$ cat src/rtl/output_send_sched.sv
// rtl/output_send_sched.sv - queues write-back requests and sequences OUTPUT_SEND/OUTPUT_SEND_POOL handshakes
// Optional macro OUTPUT_SEND_SCHED_PERF_EN adds PERF_STALL/PERF_ACTIVE counters.
module output_send_sched #(
  parameter int DEPTH       = 4,
  parameter int ACK_TIMEOUT = 15
) (
  input  logic        CLK,
  input  logic        RSTL,
  input  logic        LAYER_START,
  input  logic [15:0] BASE_ADDR,
  input  logic [15:0] ADDR_STRIDE,
  input  logic        REQ_VALID,
  input  logic        REQ_POOL,
  input  logic [5:0]  REQ_CTRL,
  input  logic [7:0]  REQ_COUNT,
  output logic        REQ_READY,
  input  logic        OUTPUT_BUSY,
  output logic        OUTPUT_SEND,
  output logic        OUTPUT_SEND_POOL,
  output logic [7:0]  COUNTER0,
  output logic [15:0] WADDRX_I,
  output logic [5:0]  OUTPUT_EN_CTRL_I,
  output logic        SCHED_BUSY,
  output logic [7:0]  DONE_CNT,
  output logic        ERR
`ifdef OUTPUT_SEND_SCHED_PERF_EN
  ,
  output logic [15:0] PERF_STALL,
  output logic [15:0] PERF_ACTIVE
`endif
);

  localparam int AW = (DEPTH > 1) ? $clog2(DEPTH) : 1;
  localparam int CW = AW + 1;
  localparam int TW = $clog2(ACK_TIMEOUT + 1);

  typedef enum logic [2:0] {
    S_IDLE, S_ISSUE, S_WAIT_ACK, S_WAIT_DONE, S_ADVANCE
  } state_t;

  state_t        state_q;
  logic [14:0]   mem_q [DEPTH];
  logic [AW-1:0] wr_ptr_q, rd_ptr_q;
  logic [CW-1:0] count_q, count_d;
  logic          ready_q;
  logic          push, pop, layer_ok;
  logic [14:0]   head;

  logic          send_q, send_pool_q;
  logic [7:0]    count0_q;
  logic [15:0]   waddr_q, addr_q;
  logic [5:0]    ctrl_q;
  logic [TW-1:0] tmo_q;
  logic [7:0]    done_q;
  logic          err_q;

  assign push     = REQ_VALID && ready_q;
  assign pop      = (state_q == S_IDLE) && (count_q != '0);
  assign head     = mem_q[rd_ptr_q];
  assign layer_ok = (state_q == S_IDLE) && (count_q == '0);

  always_comb begin
    count_d = count_q;
    if (push && !pop)
      count_d = count_q + CW'(1);
    else if (!push && pop)
      count_d = count_q - CW'(1);
  end

  always_ff @(posedge CLK) begin
    if (push)
      mem_q[wr_ptr_q] <= {REQ_POOL, REQ_CTRL, REQ_COUNT};
  end

  // READY is registered so it stays low through reset and a same-cycle pop only frees a slot next cycle
  always_ff @(posedge CLK or negedge RSTL) begin
    if (!RSTL) begin
      wr_ptr_q <= '0;
      rd_ptr_q <= '0;
      count_q  <= '0;
      ready_q  <= 1'b0;
    end else begin
      if (push) wr_ptr_q <= wr_ptr_q + AW'(1);
      if (pop)  rd_ptr_q <= rd_ptr_q + AW'(1);
      count_q <= count_d;
      ready_q <= (count_d < CW'(DEPTH));
    end
  end

  always_ff @(posedge CLK or negedge RSTL) begin
    if (!RSTL) begin
      state_q     <= S_IDLE;
      send_q      <= 1'b0;
      send_pool_q <= 1'b0;
      count0_q    <= '0;
      waddr_q     <= '0;
      ctrl_q      <= '0;
      addr_q      <= '0;
      tmo_q       <= '0;
      done_q      <= '0;
      err_q       <= 1'b0;
    end else begin
      send_q      <= 1'b0;
      send_pool_q <= 1'b0;
      if (LAYER_START) begin
        if (layer_ok) begin
          addr_q <= BASE_ADDR;
          done_q <= '0;
        end else begin
          err_q <= 1'b1;
        end
      end
      case (state_q)
        S_IDLE: begin
          if (pop) begin
            count0_q    <= head[7:0];
            ctrl_q      <= head[13:8];
            waddr_q     <= addr_q;
            send_q      <= !head[14];
            send_pool_q <= head[14];
            state_q     <= S_ISSUE;
          end
        end
        S_ISSUE: begin
          tmo_q   <= '0;
          state_q <= S_WAIT_ACK;
        end
        S_WAIT_ACK: begin
          if (OUTPUT_BUSY) begin
            state_q <= S_WAIT_DONE;
          end else if (tmo_q == TW'(ACK_TIMEOUT - 1)) begin
            err_q   <= 1'b1;
            state_q <= S_IDLE;
          end else begin
            tmo_q <= tmo_q + TW'(1);
          end
        end
        S_WAIT_DONE: begin
          if (!OUTPUT_BUSY) state_q <= S_ADVANCE;
        end
        S_ADVANCE: begin
          addr_q <= addr_q + ADDR_STRIDE;
          if (done_q != 8'hFF) done_q <= done_q + 8'd1;
          state_q <= S_IDLE;
        end
        default: state_q <= S_IDLE;
      endcase
    end
  end

`ifdef OUTPUT_SEND_SCHED_PERF_EN
  logic [15:0] stall_q, active_q;

  always_ff @(posedge CLK or negedge RSTL) begin
    if (!RSTL) begin
      stall_q  <= '0;
      active_q <= '0;
    end else if (LAYER_START && layer_ok) begin
      stall_q  <= '0;
      active_q <= '0;
    end else begin
      if (REQ_VALID && !ready_q && stall_q != 16'hFFFF)
        stall_q <= stall_q + 16'd1;
      if (state_q != S_IDLE && active_q != 16'hFFFF)
        active_q <= active_q + 16'd1;
    end
  end

  assign PERF_STALL  = stall_q;
  assign PERF_ACTIVE = active_q;
`endif

  assign REQ_READY        = ready_q;
  assign OUTPUT_SEND      = send_q;
  assign OUTPUT_SEND_POOL = send_pool_q;
  assign COUNTER0         = count0_q;
  assign WADDRX_I         = waddr_q;
  assign OUTPUT_EN_CTRL_I = ctrl_q;
  assign SCHED_BUSY       = (state_q != S_IDLE) || (count_q != '0);
  assign DONE_CNT         = done_q;
  assign ERR              = err_q;

endmodule

$ cat config.mk
export PLATFORM = sky130hd
export DESIGN_NAME = output_send_sched
export DESIGN_NICKNAME = d
export VERILOG_FILES = /design/src/rtl/output_send_sched.sv
export SDC_FILE = /design/constraint.sdc
export NUM_CORES = 1
export LEC_CHECK = 0
export BUFFER_PORTS_ARGS = -buffer_cell sky130_fd_sc_hd__buf_4
export CORE_UTILIZATION = 40
export DETAILED_ROUTE_END_ITERATION = 8
export GPL_TIMING_DRIVEN = 0
export PLACE_DENSITY = 0.67
export SLEW_MARGIN = 10
export SYNTH_ARGS = -nofsm -noshare
export SYNTH_HDL_FRONTEND = slang
export SYNTH_SLANG_ARGS = --single-unit
$ cat constraint.sdc
create_clock -name CLK -period 2.4 [get_ports CLK]
set_input_delay 0.48 -clock CLK [delete_from_list [all_inputs] [get_ports CLK]]
set_output_delay 0.48 -clock CLK [all_outputs]
set_load 0.02 [all_outputs]
==> flow_metrics.py <==
metrics = {
    "setup_path": {
        "cp_slowest_cell": "dfrtp_1",
        "cp.arrival_ns": 2.56,
        "cp_cell_sequence": "inv_1 -> ha_1 -> nand2b_1 -> and2_1 -> buf_2 -> inv_2 -> ha_1 -> nor2_1 -> a21oi_1 -> xnor2_1 -> inv_1",
        "crit_required_ns": 2.69,
        "critPathBufInv": 4,
        "end_kind": "flop",
        "critical_path.max_fanout": 19,
        "cpPeakStageDelay_ns": 0.42,
        "startpoint_type": "flop",
        "crit_family": "buffers and inverters",
        "rrSetupSlack_ns": 0.13,
        "critical_path_class": "reg -> reg",
    },
    "synthesis": {
        "syn-num-nets": 580,
        "synth_flop_cell": "dfrtp_1",
        "ys_seq_area_frac": 0.586,
        "synth.distinct_cells": 55,
        "ys_warn_count": 0,
        "synth_common_cells": "nand2_1, dfrtp_1, edfxtp_1, nor2_1, ha_1",
        "synth.largest_area_cell": "dfrtp_1",
        "async_flop_share": 0.545,
        "synth_edf_count": 60,
        "netlist_area_mm2": 0.00614,
        "synth-seq-cells": 132,
        "synth_area_leaders": "dfrtp_1, edfxtp_1, nand2_1, ha_1, mux4_2",
        "synth_most_common_cell": "nand2_1",
        "avgSynthCellArea_um2": 12.3,
        "synth_top_area_frac": 0.293,
        "synth_cells": 500,
    },
    "timing": {
        "final.period_utilization": 0.944,
        "worstMarginPinSlew_ns": 0.973,
        "finalHoldViolCount": 0,
        "fin_skew_ns": 0.0127,
        "drv_slew": 0,
        "fmax_mhz": 441,
        "fin_ws_ns": 0.134,
        "period_needed_ns": 2.27,
        "rsz0062_at_grt": "yes",
        "setup_viol": 0,
        "max_slew_margin": 0.352,
    },
    "grt": {
        "grt_usage": 0.186,
        "grt_max_degree": 73,
        "grt_pass1_vias": 4415,
        "grt_pass1_wl_mm": 22.3,
        "grt_overflow": 0,
        "antenna_found_initial": 0,
    },
    "floorplanning": {
        "die_x_um": 126,
        "dieArea_mm2": 0.0159,
        "row_count": 44,
        "start_util": 0.416,
        "ios": 95,
        "coreArea_mm2": 0.0148,
        "die_h_um": 126,
    },
    "clocking": {
        "tritoncts": "yes",
        "cts_buffers": 17,
        "clock_latency_ns": 0.41,
        "clkSlewWorstSetupHoldPaths_ns": 0.05,
        "cts_setup_buffers": 0,
        "clkSinkCount": 132,
        "clockBufferDepth": 2,
        "cts-root-buf": "clkbuf_16",
        "h-tree-depth": 4,
    },
    "place": {
        "dp_hpwl_mm": 9.56,
        "gp_congestion": 0.874,
        "portBuffers": 94,
        "pre_cts_ws_ns": -0.308,
    },
    "routing": {
        "vias": 4312,
        "vias_per_cell": 5.34,
        "wirelength_mm": 13.8,
        "met2_length_mm": 6.91,
        "wire_per_inst_um": 17.1,
        "drt_iter0_markers": 301,
        "drt_first_pass_iters": 5,
        "ant_nets": 0,
        "maxUsedRoutingLayer": "met4",
        "wl_met3_um": 714,
        "drc_errors": 0,
        "met1Wirelength_mm": 6.08,
    },
    "cells_and_area": {
        "drive_gt1_frac": 0.280,
        "nets": 691,
        "areaGrowthSynthToFinish_pct": 24.1,
        "final_core_util": 0.517,
        "antennaDiodeCount": 0,
    },
    "power": {
        "vdd_ir_drop_max_v": 0.000511,
        "p_per_area_mw_per_mm2": 1330,
        "p_leak_uw": 0.00326,
    },
    "worst_hold_path": {
        "hp-class": "in -> async",
    },
    "outcome": {
        "status": "finished clean",
    },
    "run": {
        "cap_viol_max_count": 0,
    },
}
[kinds of logic after synthesis]
group | count (synthesis) | synth area share
mux | 39 | 0.0979
xor+xnor | 14 | 0.0200
buf+inv | 31 | 0.0220
simple gates | 171 | 0.123
flops | 132 | 0.586
fa+ha+maj | 28 | 0.0582
compound gates | 85 | 0.0929
[placed cells by master, fill, tap and decap left out, types with 9 or more instances in the layout]
cell type,Yosys,routed
a31oi_1,10,10
and3_1,9,9
buf_4,2,97
dfrtp_1,72,72
mux2_2,18,18
nand3_1,10,10
mux4_2,15,15
o21ai_0,20,20
nor2_1,29,29
edfxtp_1,60,60
clkbuf_1,5,13
a21oi_1,17,17
clkbuf_16,0,17
ha_1,27,27
nand2_1,96,96
inv_1,11,11
[what timing repair did]
action,CTS,global route
cloned,0,0
resized for setup,3,2
hold buffers,0,0
endpoints found under the setup margin,4,6
[final timing paths]
| path | startpoint | cells past startpoint | to |
|---|---|---|---|
| max reg2reg | count_q[0] | 11 | REQ_READY |
| min | RSTL | 1 | WADDRX_I[10] |
| min reg2reg | WADDRX_I[8] | 2 | WADDRX_I[8] |
| max in group asynchronous | RSTL | 1 | OUTPUT_EN_CTRL_I[4] |
| min in group CLK | REQ_COUNT[7] | 1 | mem_q[3][7] |
| max | count_q[0] | 11 | REQ_READY |
[state kept, by name, indices dropped and copies added, names as in the netlist, 2 cells and up]
signal and flops:
DONE_CNT 8, tmo_q 4, rd_ptr_q 2, addr_q 16, WADDRX_I 16, mem_q 60
count_q 3, OUTPUT_EN_CTRL_I 6, wr_ptr_q 2, state_q 3, COUNTER0 8
[stage by stage]
step / setup TNS, ns / hold WS, ns / power [µW] / cells / cell area [µm²]
floorplan: 0 / 0.184 / 6410 / 500 / 6140
global placement: -0.643 / 0.461 / 7650 / 778 / 7080
detailed placement: -0.997 / 0.467 / 7790 / 778 / 7080
CTS: 0 / 0.250 / 10300 / 809 / 7630
global route: -0.0652 / 0.245 / 10900 / 808 / 7630
finish: 0 / 0.209 / 10200 / 808 / 7630
[final cells by class]
cell class	instances	area [µm²]
buffer	17	83.8
clock buffer	25	455
clock inverter	7	85.1
fill	1284	7130
inverter	12	45.0
multi-input combinational	337	2420
sequential	132	3600
tap	184	230
timing repair buffer	94	706
[where the power goes]
group	switching (µW)	leakage [µW]	total, µW	internal, µW
logic	2310	0.00157	4140	1840
registers	507	0.00142	3630	3120
clock network	888	0.000267	2410	1520
[metal layers]
layer | track usage | up-vias
met5 | 0 | -
met1 | 0.229 | 2152
met3 | 0.0510 | 12
met4 | 0.0687 | 0
met2 | 0.311 | 101
li1 | - | 2047
Note: power is estimated with default switching activity, not from simulation.
